[src/rtl/note_switch_debouncer.sv]
// Debounces the four board switches (play enable + 3-bit note select) feeding the
// display and tone path. Optional glitch counter output enabled by DEBOUNCE_GLITCH_CNT_EN.
module note_switch_debouncer #(
    parameter int DEBOUNCE_CYCLES = 1000000,
    parameter int CNT_W           = 20
) (
    input  logic       clk,
    input  logic       rst_n,
    input  logic [3:0] sw_raw,
    output logic [3:0] sw,
    output logic       note_change,
    output logic       busy
`ifdef DEBOUNCE_GLITCH_CNT_EN
    ,
    output logic [7:0] glitch_cnt
`endif
);

    localparam logic [CNT_W-1:0] CNT_MAX = CNT_W'(DEBOUNCE_CYCLES - 1);

    typedef enum logic {
        STABLE  = 1'b0,
        PENDING = 1'b1
    } state_t;

    logic [3:0] sync;

    // Two-flop synchroniser per switch bit; each bit is asynchronous to the others.
    generate
        for (genvar gi = 0; gi < 4; gi++) begin : g_sync
            logic meta_reg;
            logic sync_reg;

            always_ff @(posedge clk or negedge rst_n) begin
                if (!rst_n) begin
                    meta_reg <= 1'b0;
                    sync_reg <= 1'b0;
                end else begin
                    meta_reg <= sw_raw[gi];
                    sync_reg <= meta_reg;
                end
            end

            assign sync[gi] = sync_reg;
        end
    endgenerate

    state_t           state_reg, state_next;
    logic [3:0]       cand_reg, cand_next;
    logic [CNT_W-1:0] cnt_reg, cnt_next;
    logic [3:0]       sw_reg, sw_next;
    logic             note_change_reg, note_change_next;
    logic             busy_reg, busy_next;
`ifdef DEBOUNCE_GLITCH_CNT_EN
    logic             glitch_ev;
    logic [7:0]       glitch_cnt_reg, glitch_cnt_next;
`endif

    always_ff @(posedge clk or negedge rst_n) begin
        if (!rst_n) begin
            state_reg       <= STABLE;
            cand_reg        <= 4'b0000;
            cnt_reg         <= '0;
            sw_reg          <= 4'b0000;
            note_change_reg <= 1'b0;
            busy_reg        <= 1'b0;
`ifdef DEBOUNCE_GLITCH_CNT_EN
            glitch_cnt_reg  <= 8'd0;
`endif
        end else begin
            state_reg       <= state_next;
            cand_reg        <= cand_next;
            cnt_reg         <= cnt_next;
            sw_reg          <= sw_next;
            note_change_reg <= note_change_next;
            busy_reg        <= busy_next;
`ifdef DEBOUNCE_GLITCH_CNT_EN
            glitch_cnt_reg  <= glitch_cnt_next;
`endif
        end
    end

    always_comb begin
        state_next       = state_reg;
        cand_next        = cand_reg;
        cnt_next         = cnt_reg;
        sw_next          = sw_reg;
        note_change_next = 1'b0;
`ifdef DEBOUNCE_GLITCH_CNT_EN
        glitch_ev        = 1'b0;
`endif
        case (state_reg)
            STABLE: begin
                if (sync != sw_reg) begin
                    cand_next  = sync;
                    cnt_next   = '0;
                    state_next = PENDING;
                end
            end
            PENDING: begin
                // cand never equals sw here, so the three branches are disjoint.
                if (sync == cand_reg) begin
                    if (cnt_reg == CNT_MAX) begin
                        sw_next          = cand_reg;
                        note_change_next = 1'b1;
                        state_next       = STABLE;
                    end else begin
                        cnt_next = cnt_reg + CNT_W'(1);
                    end
                end else if (sync == sw_reg) begin
                    state_next = STABLE;
`ifdef DEBOUNCE_GLITCH_CNT_EN
                    glitch_ev  = 1'b1;
`endif
                end else begin
                    cand_next = sync;
                    cnt_next  = '0;
`ifdef DEBOUNCE_GLITCH_CNT_EN
                    glitch_ev = 1'b1;
`endif
                end
            end
            default: begin
                state_next = STABLE;
            end
        endcase
        busy_next = (state_next == PENDING);
    end

`ifdef DEBOUNCE_GLITCH_CNT_EN
    always_comb begin
        glitch_cnt_next = glitch_cnt_reg;
        if (glitch_ev && (glitch_cnt_reg != 8'd255)) begin
            glitch_cnt_next = glitch_cnt_reg + 8'd1;
        end
    end

    assign glitch_cnt = glitch_cnt_reg;
`endif

    assign sw          = sw_reg;
    assign note_change = note_change_reg;
    assign busy        = busy_reg;

endmodule

[config.mk]
export PLATFORM = sky130hd
export DESIGN_NAME = note_switch_debouncer
export DESIGN_NICKNAME = d
export VERILOG_FILES = /design/src/rtl/note_switch_debouncer.sv
export SDC_FILE = /design/constraint.sdc
export NUM_CORES = 1
export LEC_CHECK = 0
export CAP_MARGIN = 20
export CORE_ASPECT_RATIO = 0.6
export CORE_MARGIN = 1.5
export CORE_UTILIZATION = 30
export DETAILED_ROUTE_END_ITERATION = 16
export GPL_TIMING_DRIVEN = 1
export HOLD_SLACK_MARGIN = 0.12
export SLEW_MARGIN = 20
export SYNTH_ARGS = -nofsm -noshare
export SYNTH_HDL_FRONTEND = slang
export SYNTH_SLANG_ARGS = --single-unit
[constraint.sdc]
create_clock -name clk -period 5 [get_ports clk]
set_input_delay 1.5 -clock clk [delete_from_list [all_inputs] [get_ports clk]]
set_output_delay 1.5 -clock clk [all_outputs]
set_load 0.01 [all_outputs]
==> results of run 1 <==
worst max-delay path by stage:
stage	startpoint	to	cells past startpoint
final	sw[0]$_DFFE_PN0P_	sw[0]	1
after global routing	sw[3]$_DFFE_PN0P_	sw[3]	1
after CTS	sw[0]$_DFFE_PN0P_	sw[0]	1
after detailed placement	sw[3]$_DFFE_PN0P_	sw[3]	1
after global placement	sw[1]$_DFFE_PN0P_	sw[1]	1
after floorplan	sw[0]$_DFFE_PN0P_	sw[0]	0
cell usage in the layout (no fill, tap or decap):
master            n
or4_1             2
mux2i_1           1
nand3_1          10
and2_1            2
nand4_1           5
buf_2             1
o21ba_2           1
o211ai_1          2
and3b_1           1
xnor2_1           8
a31oi_1           1
o21ai_0          21
bufinv_16         2
nor4b_2           1
mux2_2            9
nand2_1          13
clkbuf_8          5
nor4_4            3
a21oi_1           8
clkdlybuf4s50_1  10
ha_1              1
o22ai_1           1
dfrtp_1          38
nor3_1            3
nor2_1            4
or3_1             3
nor2_2            1
inv_1             5
nor3b_1           2
nor4_1            2
nand4_2           2
a211oi_1          3
clkinv_4          1
a21oi_2           1
o31ai_1           2
a21o_1            3
and3_1            6
nand3_2           2
a22oi_1           1
metal layers:
metal	global-route usage, %	vias to the layer above	wire length [um]
met2	15.0	39	1430
met5	0	-	0
li1	-	667	-
met1	20.3	661	2160
met4	3.13	0	8
met3	4.29	2	283
report_power, final:
part           internal, mW  switching [mW]  leakage, nW
sequential            0.313         0.00487        0.498
combinational        0.0138          0.0254        0.331
clock                 0.200           0.116       0.0683
cells by family after synthesis:
family	share of synthesized area [%]
AOI/OAI and AO/OA	13.8
xor gates and xnor gates	3.79
adders and majority gates	0.677
buffers and inverters	2.03
DFF	51.5
muxes	6.03
and+or+nand+nor	22.2
final cells by class:
cell class | count | share of cell area (%)
multi-input combinational | 125 | 39.7
inverter | 5 | 0.863
timing repair buffer | 11 | 4.83
clock buffer | 5 | 3.16
clock inverter | 3 | 3.16
tap | 80 | 4.60
sequential | 38 | 43.7
per-stage QoR:
stage	total power [mW]	worst slack (ns)	util, %	instances	hold slack (ns)
3_3_place_gp	0.363	2.60	35.4	259	0.335
2_1_floorplan	0.347	3.10	-	172	0.331
5_1_grt	0.702	2.21	37.8	267	0.360
3_5_place_dp	0.363	2.59	35.4	259	0.335
6_report	0.673	2.26	37.8	267	0.348
4_1_cts	0.678	2.25	37.7	267	0.353
==> run metrics, run 1 <==
CP Capture Type output port; die area 0.00666 mm2; period utilization 54.9%; #FFs+latches synth 38; Iter 0 DRT Violations 53; Fmax 0.364 GHz; delay-heaviest family, CP buffers and inverters; max_cap viols 0; post-synth top area cell dfrtp_1; Setup CP Type flip-flop to output port; DRC Markers 0; Endpoint, Worst Hold g_sync[2].sync_reg$_DFF_PN0_; R2R cell count 5; PwrDens 309 mW/mm2; Die H 63.8 um; Hold WC Path Type flip-flop to flip-flop; Tmin final 2.74 ns; TritonCTS Sinks 38; post-cts resize count 0; Fin Setup TNS 0 ns; detailed placement HPWL 2770 um; Max FO, Critical Path 3; overall routing resource usage 12.5%; total congestion overflow 0; Syn Std Cell Area 0.00185 mm2; Largest register FFs 20; R2R setup slack 2.84 ns; Top FF cell, synth dfrtp_1; Post-synth EDFFs 0; port bufs 11; core box area 0.00575 mm2; synth top area cells dfrtp_1, o21ai_0, mux2_2; clock root cell clkbuf_8; layout cell share with drive strength beyond 1 15.5%; final instance area 0.00218 mm2; Commonest cells post-synth dfrtp_1, o21ai_0, nand2_1; initial antenna violation count 0; Final ANT Viol Nets 0; clk slew on worst S/H paths 0.08 ns; skew final 0.00915 ns; Yosys warnings 0; RSZ-0062 raised after global routing no; critical path's slowest cell clkdlybuf4s50_1; WP buf/inv 1; Post-Synthesis Cells 172; RePlAce Congestion 0.770; Worst EP required 3.50 ns; H-tree depth 2; vias in the first global route 1206; FF-to-FF End cnt_reg[1]$_DFFE_PN0P_; Reg-to-Reg Start g_sync[0].sync_reg$_DFF_PN0_; Avg WL per Cell 14.6 um; io pins 12; die width 104 um; HP Start g_sync[2].meta_reg$_DFF_PN0_; Syn Area/Cell 10.7 um2; diodes inserted 0; first-pass GRT wire length 6400 um; Synth top area share 51.5%; via count 1369; Area growth syn-to-layout 17.7%; hold depth 0; Sequential cell area 951 um2; router iterations before antenna repair 4; CP max stage delay 0.55 ns; FFs w/ async S/R, synth 100%; Initial Utilization 32.1%; sequential element share of the synthesized area 51.5%; DRT Wirelength 3890 um; critical path data arrival time 1.24 ns; pin count of the biggest net entering global routing 39; CTS tree built; Hold Vio Cnt, Final 0; Post-Syn Nets 179; Multi-input gate area 863 um2; Yosys cell types 36; Inserted Clock Buffers 5; routed vias/inst 5.13; status complete, no violations; setup bufs post-CTS 0; # hold bufs at CTS 0; Finish-stage setup viols 0; Worst slew margin 44.2%; area post-placement 0.00203 mm2; Startpoint Class flip-flop; worst skew pair latency 0.29 ns; Max IR drop VDD 162 uV; num rows 21; clk buf depth 2; fillers 572; max-slew violation count 0; Nets 193; Worst-Margin Slew 0.837 ns; most frequent cell after synthesis dfrtp_1; Pleak 0.897 nW; critical-path cell list clkdlybuf4s50_1
(Power assumes the default switching activity.)
==> inputs of run 2 (changes only) <==
- clock period: 5 -> 2.5 ns (I/O delays scaled with it)
==> run metrics, run 2 (synthesized netlist as in run 1, its figures left out) <==
status complete, no violations; GR Util met3 5.92%; Initial Utilization 32.1%; fillers 560; final instance area 0.00218 mm2; Worst-Margin Slew 0.552 ns; # hold bufs at CTS 0; Hold Vio Cnt, Final 0; detailed placement HPWL 2880 um; total power 1.17 mW; skew final 0.00508 ns; overall routing resource usage 13.5%; die area 0.00666 mm2; RePlAce Congestion 0.845; Avg WL per Cell 14.6 um; area post-placement 0.00209 mm2; critical path's slowest cell nor4_4; Die H 63.8 um; Worst slew margin 63.0%; initial antenna violation count 0; Fin Setup TNS 0 ns; pin count of the biggest net entering global routing 22; DRT Wirelength 3990 um; post-route setup slack 0.411 ns; Iter 0 DRT Violations 70; die width 104 um; total congestion overflow 0; Startpoint Class flip-flop; grt peak-use layer met1; Tmin final 2.09 ns; Inst Count DP 266; Largest register FFs 20; Inserted Clock Buffers 5; clock root cell clkbuf_8; Pleak 0.913 nW; R2R setup slack 0.41 ns; fin util 37.9%; dpl ws 0.448 ns; vias in the first global route 1323; clk buf depth 2; DRC Markers 0; Setup CP Type flip-flop to flip-flop; CP Capture Type flip-flop; max-slew violation count 0; critical path data arrival time 2.32 ns; Area growth syn-to-layout 18.1%; hold depth 0; HP Start g_sync[3].meta_reg$_DFF_PN0_; max_cap viols 0; PwrDens 535 mW/mm2; CP most frequent cell nand3_1; routed vias/inst 5.10; delay-heaviest family, CP simple AND/OR/NAND/NOR gates; Fmax 0.479 GHz; CP max stage delay 0.43 ns; setup bufs post-CTS 0; TritonCTS Sinks 38; period utilization 83.5%; post-cts resize count 0; Nets 200; io pins 12; Reg-to-Reg Start cnt_reg[0]$_DFFE_PN0P_; router iterations before antenna repair 4; worst hold slack 0.352 ns; CTS tree built; Non-Filler Instances 274; WP buf/inv 0; Final ANT Viol Nets 0; Worst EP required 2.73 ns; Finish-stage setup viols 0; H-tree depth 2; Global Route met1 Usage 21.4%; diodes inserted 0; clk slew on worst S/H paths 0.08 ns; first-pass GRT wire length 6840 um; layout cell share with drive strength beyond 1 18.0%; critical-path cell list ha_1 -> nand4_2 -> nor4_4 -> nand3_1 -> or4_1 -> nand3_1; Max IR drop VDD 278 uV; most common cell after layout, fill and taps aside dfrtp_1; Endpoint, Worst Hold g_sync[3].sync_reg$_DFF_PN0_; core box area 0.00575 mm2; Hold WC Path Type flip-flop to flip-flop; RSZ-0062 raised after global routing no; GR Layer Usage met2 14.7%; Max FO, Critical Path 4; worst skew pair latency 0.29 ns; most frequent cells in the layout dfrtp_1, o21ai_0, nand2_1; R2R cell count 6; num rows 21; port bufs 11; via count 1397; FF-to-FF End cnt_reg[18]$_DFFE_PN0P_
[run 2: cell count changes in the layout (fill, tap and decap cells not counted), sizes merged]
| cell | previous run | this run |
|---|---|---|
| clkbuf | 5 | 6 |
| clkinvlp | 0 | 1 |
| buf | 1 | 8 |
| bufinv | 2 | 0 |
[run 2: worst max path at each step]
stage,from,endpoint,slack [ns],depth (start not counted)
after floorplan,cnt_reg[0]$_DFFE_PN0P_,sw[0]$_DFFE_PN0P_,0.74,5
after global placement,cnt_reg[0]$_DFFE_PN0P_,cnt_reg[18]$_DFFE_PN0P_,0.50,6
after detailed placement,cnt_reg[0]$_DFFE_PN0P_,cnt_reg[16]$_DFFE_PN0P_,0.45,6
after CTS,cnt_reg[0]$_DFFE_PN0P_,cnt_reg[18]$_DFFE_PN0P_,0.43,6
after global routing,cnt_reg[0]$_DFFE_PN0P_,cnt_reg[18]$_DFFE_PN0P_,0.31,6
final,cnt_reg[0]$_DFFE_PN0P_,cnt_reg[18]$_DFFE_PN0P_,0.41,6
[run 2: final cells by class]
cell class,count,area (um2),area share [%]
Sequential cell,38,951,43.6
Clock buffer,6,82.6,3.78
Clock inverter,2,12.5,0.573
Inverter,5,18.8,0.860
Tap cell,80,100,4.59
Timing Repair Buffer,18,158,7.22
Multi-Input combinational cell,125,860,39.4
[run 2: per-layer routing]
metal	wire length, um	vias up
met5	0	-
met4	52	0
met3	334	7
met2	1420	45
met1	2180	667
li1	-	678
[run 2: power by group]
group	total [mW]	switching (mW)	internal, mW
logic	0.0874	0.0521	0.0353
clock network	0.444	0.222	0.222
registers	0.636	0.00927	0.626
==> inputs of run 3 (changes only) <==
- clock period: 2.5 -> 1.9 ns (I/O delays scaled with it)
==> run metrics, run 3 (synthesized netlist as in run 1, its figures left out) <==
critical path data arrival time 2.04 ns; num rows 21; Worst-Margin Slew 0.402 ns; Avg WL per Cell 14.0 um; overall routing resource usage 13.6%; vias in the first global route 1339; skew final 0.00383 ns; port bufs 11; Fmax 0.544 GHz; total congestion overflow 0; via count 1413; Max FO, Critical Path 6; fillers 564; TritonCTS Sinks 38; R2R setup slack 0.06 ns; clk buf depth 2; Inserted Clock Buffers 5; Area growth syn-to-layout 27.5%; status complete, no violations; Tmin final 1.84 ns; RePlAce Congestion 0.832; period utilization 96.8%; Die H 63.8 um; Hold Vio Cnt, Final 0; Final ANT Viol Nets 0; max-slew violation count 0; Worst EP required 2.10 ns; layout cell share with drive strength beyond 1 26.5%; Max IR drop VDD 327 uV; total power 1.64 mW; DRT Wirelength 4070 um; Startpoint Class flip-flop; Worst slew margin 73.2%; die width 104 um; detailed placement HPWL 3020 um; router iterations before antenna repair 4; Fin Setup TNS 0 ns; post-route setup slack 0.0607 ns; most frequent cells in the layout dfrtp_1, buf_4, o21ai_0; Largest register FFs 20; io pins 12; Hold WC Path Type primary input to asynchronous set/reset pin; DRC Markers 0; dpl ws -0.0215 ns; initial antenna violation count 0; clk slew on worst S/H paths 0.07 ns; # hold bufs at CTS 0; Setup CP Type flip-flop to flip-flop; clock root cell clkbuf_8; PwrDens 697 mW/mm2; core box area 0.00575 mm2; routed vias/inst 4.86; Initial Utilization 32.1%; CTS tree built; Pleak 1.01 nW; Nets 217; RSZ-0062 raised after global routing yes; worst skew pair latency 0.29 ns; fin util 40.9%; Finish-stage setup viols 0; die area 0.00666 mm2; diodes inserted 0; most common cell after layout, fill and taps aside dfrtp_1; Iter 0 DRT Violations 87; first-pass GRT wire length 6950 um; worst hold slack 0.200 ns; pin count of the biggest net entering global routing 19; H-tree depth 2; max_cap viols 0; CP Capture Type flip-flop
run 3: cell count changes in the layout (fill, tap and decap cells not counted), sizes merged:
cell	previous run	this run
clkinv	1	0
buf	8	25
clkbuf	6	7
bufinv	0	1
clkinvlp	1	0
run 3: repair_timing:
action                     4_1_cts  5_1_grt
buffers inserted                 0        1
resized for setup                0        7
setup endpoints to repair        2       12
pin swaps                        1        1
run 3: layout make-up:
type	instances	area [um2]	share of cell area [%]
Sequential cell	38	951	40.4
Multi-Input combinational cell	125	891	37.8
Timing Repair Buffer	35	289	12.3
Tap cell	80	100	4.25
Clock buffer	7	76.3	3.24
Clock inverter	1	30.0	1.27
Inverter	5	18.8	0.797
run 3: worst max-delay path, cell delays in order (launching register included):
cell,delay [ns]
dfrtp_1,0.45
nand3_1,0.21
nor4_4,0.39
nand3_1,0.20
or4_1,0.42
o21ai_0,0.09
run 3: layer usage:
layer	vias up	GRT usage (%)	share of wire [%]	wire, um
li1	712	-	-	-
met1	668	22.7	59	2400
met2	29	15.6	35	1410
met3	4	3.98	5.3	217
met4	0	4.17	0.79	32
met5	-	0	0	0
run 3: power by group:
group / switching [mW] / internal [mW] / total (mW)
sequential: 0.0145 / 0.824 / 0.839
clock: 0.279 / 0.393 / 0.672
combinational: 0.0721 / 0.0605 / 0.133
total: 0.365 / 1.28 / 1.64
run 3: final timing paths:
kind	from	end	cells past startpoint
worst max register to register	cnt_reg[7]$_DFFE_PN0P_	cnt_reg[16]$_DFFE_PN0P_	5
worst min-delay path	rst_n	cnt_reg[3]$_DFFE_PN0P_	1
min in group clk	g_sync[3].meta_reg$_DFF_PN0_	g_sync[3].sync_reg$_DFF_PN0_	0
max in group asynchronous	rst_n	sw[2]$_DFFE_PN0P_	2
worst min register to register	g_sync[3].meta_reg$_DFF_PN0_	g_sync[3].sync_reg$_DFF_PN0_	0
worst max-delay path	cnt_reg[7]$_DFFE_PN0P_	cnt_reg[16]$_DFFE_PN0P_	5
run 3: stage by stage:
stage / instances / instance area [um2]
after floorplan: 172 / 1850
after global routing: 291 / 2360
after CTS: 290 / 2310
after detailed placement: 282 / 2210
final: 291 / 2360
after global placement: 282 / 2210
